--- src/rtl/npu_pkg.sv ---
// Shared NPU definitions: SRAM destination indices, load-sequencer state
// encoding and error codes.
package npu_pkg;

  // Destination SRAM indices carried on the input stage write path.
  localparam logic [2:0] GEMM0_SRAM_IDX = 3'd0;  // image operand
  localparam logic [2:0] GEMM1_SRAM_IDX = 3'd1;  // kernel operand

  // Load sequencer states.
  typedef enum logic [2:0] {
    IDLE     = 3'd0,
    LOAD_IMG = 3'd1,
    LOAD_KER = 3'd2,
    CHECK    = 3'd3,
    START    = 3'd4,
    RUN      = 3'd5,
    DONE     = 3'd6,
    ERR      = 3'd7
  } state_t;

  // Error causes reported on err_code.
  typedef enum logic [2:0] {
    ERR_NONE     = 3'd0,
    ERR_IMG_SIZE = 3'd1,
    ERR_KER_SIZE = 3'd2,
    ERR_SHAPE    = 3'd3,
    ERR_TIMEOUT  = 3'd4,
    ERR_ORDER    = 3'd5
  } err_code_t;

endpackage

--- src/rtl/seg_counter.sv ---
// Saturating segment element counter with synchronous clear.
// A clear and an increment in the same cycle load the value 1, so the first
// element of a new segment can restart the count in one step.
module seg_counter #(
  parameter int WIDTH = 33
) (
  input  logic             clk_i,
  input  logic             rst_i,
  input  logic             clr_i,
  input  logic             inc_i,
  output logic [WIDTH-1:0] count_o
);

  logic [WIDTH-1:0] count_q;
  logic [WIDTH-1:0] count_d;

  // Next count: optional clear, then increment unless already all-ones.
  always_comb begin
    // NOTE: every combinational output gets a value before any branch, so no
    // path leaves it unassigned and no latch is inferred.
    count_d = clr_i ? '0 : count_q;
    if (inc_i && !(&count_d)) begin
      count_d = count_d + WIDTH'(1);
    end
  end

  // Count register.
  always_ff @(posedge clk_i or posedge rst_i) begin
    // NOTE: state is updated with non-blocking assignments so every register
    // samples the pre-edge values, independent of statement order.
    if (rst_i) begin
      count_q <= '0;
    end else begin
      count_q <= count_d;
    end
  end

  assign count_o = count_q;

endmodule

--- src/rtl/gemm_load_sequencer.sv ---
// Sequences one GEMM job: tracks the image then kernel segment written into
// the GEMM0/GEMM1 SRAMs, validates the element counts and inner dimension,
// pulses compute_start, waits for compute_done and holds off the input stage
// while the job is checked and running.
// Optional build macro GEMM_LOAD_TIMEOUT_EN adds a RUN watchdog of
// TIMEOUT_CYCLES cycles (error code 4); without it RUN waits indefinitely.
module gemm_load_sequencer
  import npu_pkg::*;
#(
  parameter int ADDR_WIDTH         = 13,
  parameter int NUM_CHANNELS_WIDTH = 7,
  parameter int CNT_WIDTH          = 2*ADDR_WIDTH + NUM_CHANNELS_WIDTH
`ifdef GEMM_LOAD_TIMEOUT_EN
  ,
  parameter int TIMEOUT_CYCLES     = 65536
`endif
) (
  input  logic                          s_axis_aclk,
  input  logic                          s_axis_areset,
  input  logic                          wr_valid,
  input  logic [2:0]                    wr_type,
  input  logic                          wr_last,
  input  logic [ADDR_WIDTH-1:0]         img_row,
  input  logic [ADDR_WIDTH-1:0]         img_col,
  input  logic [ADDR_WIDTH-1:0]         ker_row,
  input  logic [ADDR_WIDTH-1:0]         ker_col,
  input  logic [NUM_CHANNELS_WIDTH-1:0] num_channels,
  output logic                          in_ready,
  output logic                          compute_start,
  input  logic                          compute_done,
  output logic                          job_done,
  output logic                          busy,
  output logic                          err,
  output logic [2:0]                    err_code,
  input  logic                          clear_err
);

  state_t    state_q, state_d;
  err_code_t err_code_q, err_code_d;

  logic in_ready_q, compute_start_q, job_done_q, busy_q, err_q;

  logic [ADDR_WIDTH-1:0]         img_row_q, img_col_q, ker_row_q, ker_col_q;
  logic [NUM_CHANNELS_WIDTH-1:0] num_ch_q;

  logic                 img_clr, img_inc, ker_clr, ker_inc;
  logic                 cap_img, cap_ker;
  logic [CNT_WIDTH-1:0] img_cnt, ker_cnt;
  logic [CNT_WIDTH-1:0] img_size, ker_size;
  logic                 accept;

  // Only elements offered while in_ready is high belong to the job.
  assign accept = wr_valid && in_ready_q;

  // Expected segment sizes, widened before multiplying so nothing truncates.
  assign img_size = CNT_WIDTH'(img_row_q) * CNT_WIDTH'(img_col_q) * CNT_WIDTH'(num_ch_q);
  assign ker_size = CNT_WIDTH'(ker_row_q) * CNT_WIDTH'(ker_col_q) * CNT_WIDTH'(num_ch_q);

  seg_counter #(.WIDTH(CNT_WIDTH)) u_img_cnt (
    .clk_i   (s_axis_aclk),
    .rst_i   (s_axis_areset),
    .clr_i   (img_clr),
    .inc_i   (img_inc),
    .count_o (img_cnt)
  );

  seg_counter #(.WIDTH(CNT_WIDTH)) u_ker_cnt (
    .clk_i   (s_axis_aclk),
    .rst_i   (s_axis_areset),
    .clr_i   (ker_clr),
    .inc_i   (ker_inc),
    .count_o (ker_cnt)
  );

`ifdef GEMM_LOAD_TIMEOUT_EN
  localparam int RUN_CNT_WIDTH = $clog2(TIMEOUT_CYCLES + 1);

  logic [RUN_CNT_WIDTH-1:0] run_cnt_q;
  logic                     run_limit;

  // Cycles already spent in RUN; the current RUN cycle is run_cnt_q + 1.
  always_ff @(posedge s_axis_aclk or posedge s_axis_areset) begin
    if (s_axis_areset) begin
      run_cnt_q <= '0;
    end else if (state_q != RUN) begin
      run_cnt_q <= '0;
    end else begin
      run_cnt_q <= run_cnt_q + RUN_CNT_WIDTH'(1);
    end
  end

  assign run_limit = (run_cnt_q == RUN_CNT_WIDTH'(TIMEOUT_CYCLES - 1));
`endif

  // Next-state, counter control and error-code selection.
  always_comb begin
    state_d    = state_q;
    err_code_d = err_code_q;
    img_clr    = 1'b0;
    img_inc    = 1'b0;
    ker_clr    = 1'b0;
    ker_inc    = 1'b0;
    cap_img    = 1'b0;
    cap_ker    = 1'b0;

    case (state_q)
      IDLE: begin
        if (accept) begin
          if (wr_type == GEMM0_SRAM_IDX) begin
            img_clr = 1'b1;
            img_inc = 1'b1;
            if (wr_last) begin
              cap_img = 1'b1;
              state_d = LOAD_KER;
            end else begin
              state_d = LOAD_IMG;
            end
          end else begin
            err_code_d = ERR_ORDER;
            state_d    = ERR;
          end
        end
      end

      LOAD_IMG: begin
        if (accept) begin
          if (wr_type == GEMM0_SRAM_IDX) begin
            img_inc = 1'b1;
            if (wr_last) begin
              cap_img = 1'b1;
              state_d = LOAD_KER;
            end
          end else begin
            err_code_d = ERR_ORDER;
            state_d    = ERR;
          end
        end
      end

      LOAD_KER: begin
        if (accept) begin
          if (wr_type == GEMM1_SRAM_IDX) begin
            ker_inc = 1'b1;
            if (wr_last) begin
              cap_ker = 1'b1;
              state_d = CHECK;
            end
          end else begin
            err_code_d = ERR_ORDER;
            state_d    = ERR;
          end
        end
      end

      CHECK: begin
        if (img_cnt != img_size) begin
          err_code_d = ERR_IMG_SIZE;
          state_d    = ERR;
        end else if (ker_cnt != ker_size) begin
          err_code_d = ERR_KER_SIZE;
          state_d    = ERR;
        end else if (img_col_q != ker_row_q) begin
          err_code_d = ERR_SHAPE;
          state_d    = ERR;
        end else begin
          state_d = START;
        end
      end

      // compute_done is deliberately not looked at here.
      START: state_d = RUN;

      RUN: begin
        if (compute_done) begin
          state_d = DONE;
`ifdef GEMM_LOAD_TIMEOUT_EN
        end else if (run_limit) begin
          err_code_d = ERR_TIMEOUT;
          state_d    = ERR;
`endif
        end
      end

      DONE: begin
        img_clr = 1'b1;
        ker_clr = 1'b1;
        state_d = IDLE;
      end

      ERR: begin
        if (clear_err) begin
          img_clr    = 1'b1;
          ker_clr    = 1'b1;
          err_code_d = ERR_NONE;
          state_d    = IDLE;
        end
      end

      default: state_d = IDLE;
    endcase
  end

  // State, error code and registered outputs, all derived from the next state
  // so each output is aligned with the state it describes.
  always_ff @(posedge s_axis_aclk or posedge s_axis_areset) begin
    if (s_axis_areset) begin
      state_q         <= IDLE;
      err_code_q      <= ERR_NONE;
      in_ready_q      <= 1'b1;
      compute_start_q <= 1'b0;
      job_done_q      <= 1'b0;
      busy_q          <= 1'b0;
      err_q           <= 1'b0;
    end else begin
      state_q         <= state_d;
      err_code_q      <= err_code_d;
      in_ready_q      <= (state_d == IDLE) || (state_d == LOAD_IMG) || (state_d == LOAD_KER);
      compute_start_q <= (state_d == START);
      job_done_q      <= (state_d == DONE);
      busy_q          <= (state_d != IDLE);
      err_q           <= (state_d == ERR);
    end
  end

  // Segment dimensions, captured on the last element of each segment.
  always_ff @(posedge s_axis_aclk or posedge s_axis_areset) begin
    if (s_axis_areset) begin
      img_row_q <= '0;
      img_col_q <= '0;
      num_ch_q  <= '0;
      ker_row_q <= '0;
      ker_col_q <= '0;
    end else begin
      if (cap_img) begin
        img_row_q <= img_row;
        img_col_q <= img_col;
        num_ch_q  <= num_channels;
      end
      if (cap_ker) begin
        ker_row_q <= ker_row;
        ker_col_q <= ker_col;
      end
    end
  end

  assign in_ready      = in_ready_q;
  assign compute_start = compute_start_q;
  assign job_done      = job_done_q;
  assign busy          = busy_q;
  assign err           = err_q;
  assign err_code      = err_code_q;

endmodule

--- config.mk ---
export PLATFORM = sky130hd
export DESIGN_NAME = gemm_load_sequencer
export DESIGN_NICKNAME = d
export VERILOG_FILES = /design/src/rtl/npu_pkg.sv /design/src/rtl/seg_counter.sv /design/src/rtl/gemm_load_sequencer.sv
export SDC_FILE = /design/constraint.sdc
export NUM_CORES = 2
export LEC_CHECK = 0
export CAP_MARGIN = 20
export CORE_UTILIZATION = 30
export DETAILED_ROUTE_END_ITERATION = 10
export PLACE_DENSITY_LB_ADDON = 0.25
export RECOVER_POWER = 50
export SLEW_MARGIN = 15
export SYNTH_ARGS = -nofsm -noshare
export SYNTH_HDL_FRONTEND = slang
export SYNTH_SLANG_ARGS = --single-unit
--- constraint.sdc ---
create_clock -name s_axis_aclk -period 19.7 [get_ports s_axis_aclk]
set_input_delay 3.94 -clock s_axis_aclk [delete_from_list [all_inputs] [get_ports s_axis_aclk]]
set_output_delay 3.94 -clock s_axis_aclk [all_outputs]
set_load 0.01 [all_outputs]
==> key figures <==
Yosys
  – Synthesized flop and latch total: 136
  – Largest family of logic cells by synthesized area: adder cells
  – Average size of a mapped cell: 8.77 sq um
  – Mapped Area: 30300 sq um
  – Register area share after synthesis: 11.2%
  – Syn Nets: 4252
  – Simple logic cell fraction of the synthesized area: 21.1%
  – Post-Synth Adder-Cell Area: 42.0%
  – Synth Area in XOR/XNOR: 5.75%
  – Mux share of post-synthesis cell area: 2.61%
  – Synth warn: 0
  – Synthesized instance count: 3456
  – Ys flop type: dfrtp_1
  – Synth async-reset ratio: 100%
  – Top cell type's share of synthesized area: 31.7%
  – Biggest area consumer among synthesized cells: fa_1
  – Distinct cells, synth: 90
  – Post-synth EDFFs: 0
  – Largest cells by area after synthesis: fa_1, dfrtp_1, ha_1
  – Compound-Gate Fraction of Synth Area: 9.04%

Routing
  – Detail Route Antenna Nets: 0
  – Final wirelength: 83200 um
  – First-pass detailed-route iteration total: 5
  – Via count: 23200
  – Vias per std cell: 4.89
  – Drc violations: 0
  – Drt first-iter violations: 1378
  – DR WL/cell: 17.6 um

Worst setup path
  – Crit path launch type: flop
  – Slowest library cell on the worst path: or4_1
  – CP arrival: 11910 ps
  – CP max FO: 15
  – Most used cell, CP: fa_1
  – R2R setup slack: 8150 ps
  – CP required: 20060 ps
  – Reg2reg end: state_q[1]
  – CP Capture Type: flop
  – Worst-case reg-to-reg path depth: 36
  – Kind of critical path: flop to flop
  – CP peak stage delay: 580 ps
  – Reg-to-reg startpoint: img_col_q[4]

Place
  – RD Place Congestion: 0.909
  – Hpwl dp: 67100 um
  – Cell Area, Placed: 32200 sq um
  – # port buffers: 75
  – Placed cell count: 4701
  – Dpl ws: 8170 ps

Final layout
  – Fin cells: 4734
  – Area growth syn-to-layout: 8.39%
  – Most frequent cells in the layout: inv_1, fa_1, nand2_1
  – Fillers: 10500
  – Post-Route Utilization: 32.8%
  – Multi-input gate area: 24400 sq um
  – Fin nets: 4218
  – Ratio of cells with drive above 1 in the final layout: 4.63%
  – Final Cell Area: 32800 sq um
  – Commonest non-fill, non-tap cell in the layout: inv_1
  – Seq. cell area: 3410 sq um

STA
  – Final WS setup: 8150 ps
  – Final setup viols: 0
  – Hold WS: 515 ps
  – Slew headroom: -158%
  – Total Neg Setup Slack: 0 ps
  – Slew Limit Fails: 200
  – FMAX: 86.6 MHz
  – Worst-Margin Slew: 3850 ps
  – Min Tclk post-route: 11550 ps
  – Unrepaired setup endpoints after global routing: false
  – Final Cycle Share: 58.6%
  – Final Hold Viols: 0
  – Clock skew: 11.7 ps

GRT
  – Initial antenna violation count: 2
  – GRT met1 Usage: 25.4%
  – Remaining global-route overflow: 0
  – Largest net degree at the start of global routing: 76
  – GR peak layer: met1
  – GR Layer Usage met2: 25.4%
  – Total GRT Usage: 16.9%
  – Vias in the first global route: 24100
  – First-pass GRT wire length: 138000 um
  – Met3 GRT Util: 2.40%

Power
  – Total power: 1.29 mW
  – Max VDD drop: 85.1 uV
  – Power per Cell Area: 39.3 nW/um^2
  – Leak Pwr: 14.3 nW

Min path
  – Hold Crit Class: flop to flop
  – Sink of the worst hold path: num_ch_q[3]
  – Hold depth: 1
  – Worst hold start: num_ch_q[3]

Floorplan
  – Core region area: 100000 sq um
  – Std cell rows: 116
  – Initial Util: 30.3%
  – Die width: 320 um
  – Die Ht: 320 um
  – Boundary Pins: 76
  – Die area: 102000 sq um

Clock network
  – Clk root buf: clkbuf_16
  – Hold buffers post-CTS: 0
  – Clock buffer depth: 2
  – Post-CTS setup buffers: 0
  – CTS tree: built
  – H-Tree Depth: 4
  – Gates resized, CTS repair: 0
  – Clock Sinks: 136
  – Cts bufs inserted: 17
  – Clock transition at path regs: 70 ps
  – Later-pin clock latency in the skew report: 510 ps

Run status
  – Status: finished, violations left
  – Violated checks: capacitance limit, slew limit

Job
  – Max-cap viol count: 4
[sequential cells by signal, summed over array words and instances, names as in the netlist, 3 cells and up]
signal / count
ker_col_q: 13
err_code: 3
ker_row_q: 13
img_row_q: 13
u_img_cnt.count_o: 33
num_ch_q: 7
img_col_q: 13
state_q: 3
u_ker_cnt.count_o: 33
[kinds of logic (layout without fill, tap and decap cells)]
kind of cell	Yosys count	count (layout)
compound gates	408	408
xor+xnor	198	198
fa+ha+maj	728	728
buf+inv	655	634
flops	136	136
mux	71	71
other cells	0	1
simple gates	1260	1260
[cell usage after synthesis, drive strengths merged (52+ instances only)]
cell and n:
ha 248, xnor2 105, dfrtp 135, a21oi 102, nand3 66, xor2 93, nor2 134, inv 505
and2 361, fa 480, mux2 65, o21ai 83, nor3 52, nand2 450, clkbuf 136
[per-layer routing]
metal / routed length [um] / vias to the layer above / part of all wire [%]
met5: 26 / - / 0.031
met4: 1350 / 4 / 1.6
met3: 3360 / 74 / 4.0
met2: 35400 / 483 / 42
met1: 43100 / 11600 / 52
li1: - / 11000 / -
[power breakdown]
part | internal [mW] | total [mW] | switching, mW
logic | 0.183 | 0.501 | 0.318
registers | 0.308 | 0.434 | 0.125
clock network | 0.195 | 0.356 | 0.161
total | 0.687 | 1.29 | 0.604
[how the worst max path moves through the flow]
| stage | start | endpoint | slack [ps] | cells after the start |
|---|---|---|---|---|
| floorplan | img_col_q[1] | state_q[0] | 9600 | 36 |
| global placement | ker_row_q[2] | state_q[0] | 7940 | 38 |
| detailed placement | img_col_q[4] | err | 8170 | 36 |
| CTS | img_col_q[4] | state_q[0] | 8150 | 36 |
| global route | img_col_q[4] | state_q[1] | 7420 | 36 |
| finish | img_col_q[4] | state_q[1] | 8150 | 36 |
[worst max-delay path, delay by kind of cell, from the launching register on]
kind            cells  cell delay, ps
fa+ha+maj          11            5330
simple gates       11            2760
xor+xnor            1             570
buf+inv             5             250
flops               1             570
compound gates      8            1890
[final cells by class]
cell class | count | share of cell area, %
clock buffers | 18 | 1.34
flip-flops and latches | 136 | 10.4
well taps | 1298 | 4.94
multi-input cells | 2665 | 74.2
clock inverters | 14 | 0.552
repair buffers | 97 | 2.75
inverters | 505 | 5.78
diodes | 1 | 0.00762
(Power assumes the default switching activity.)
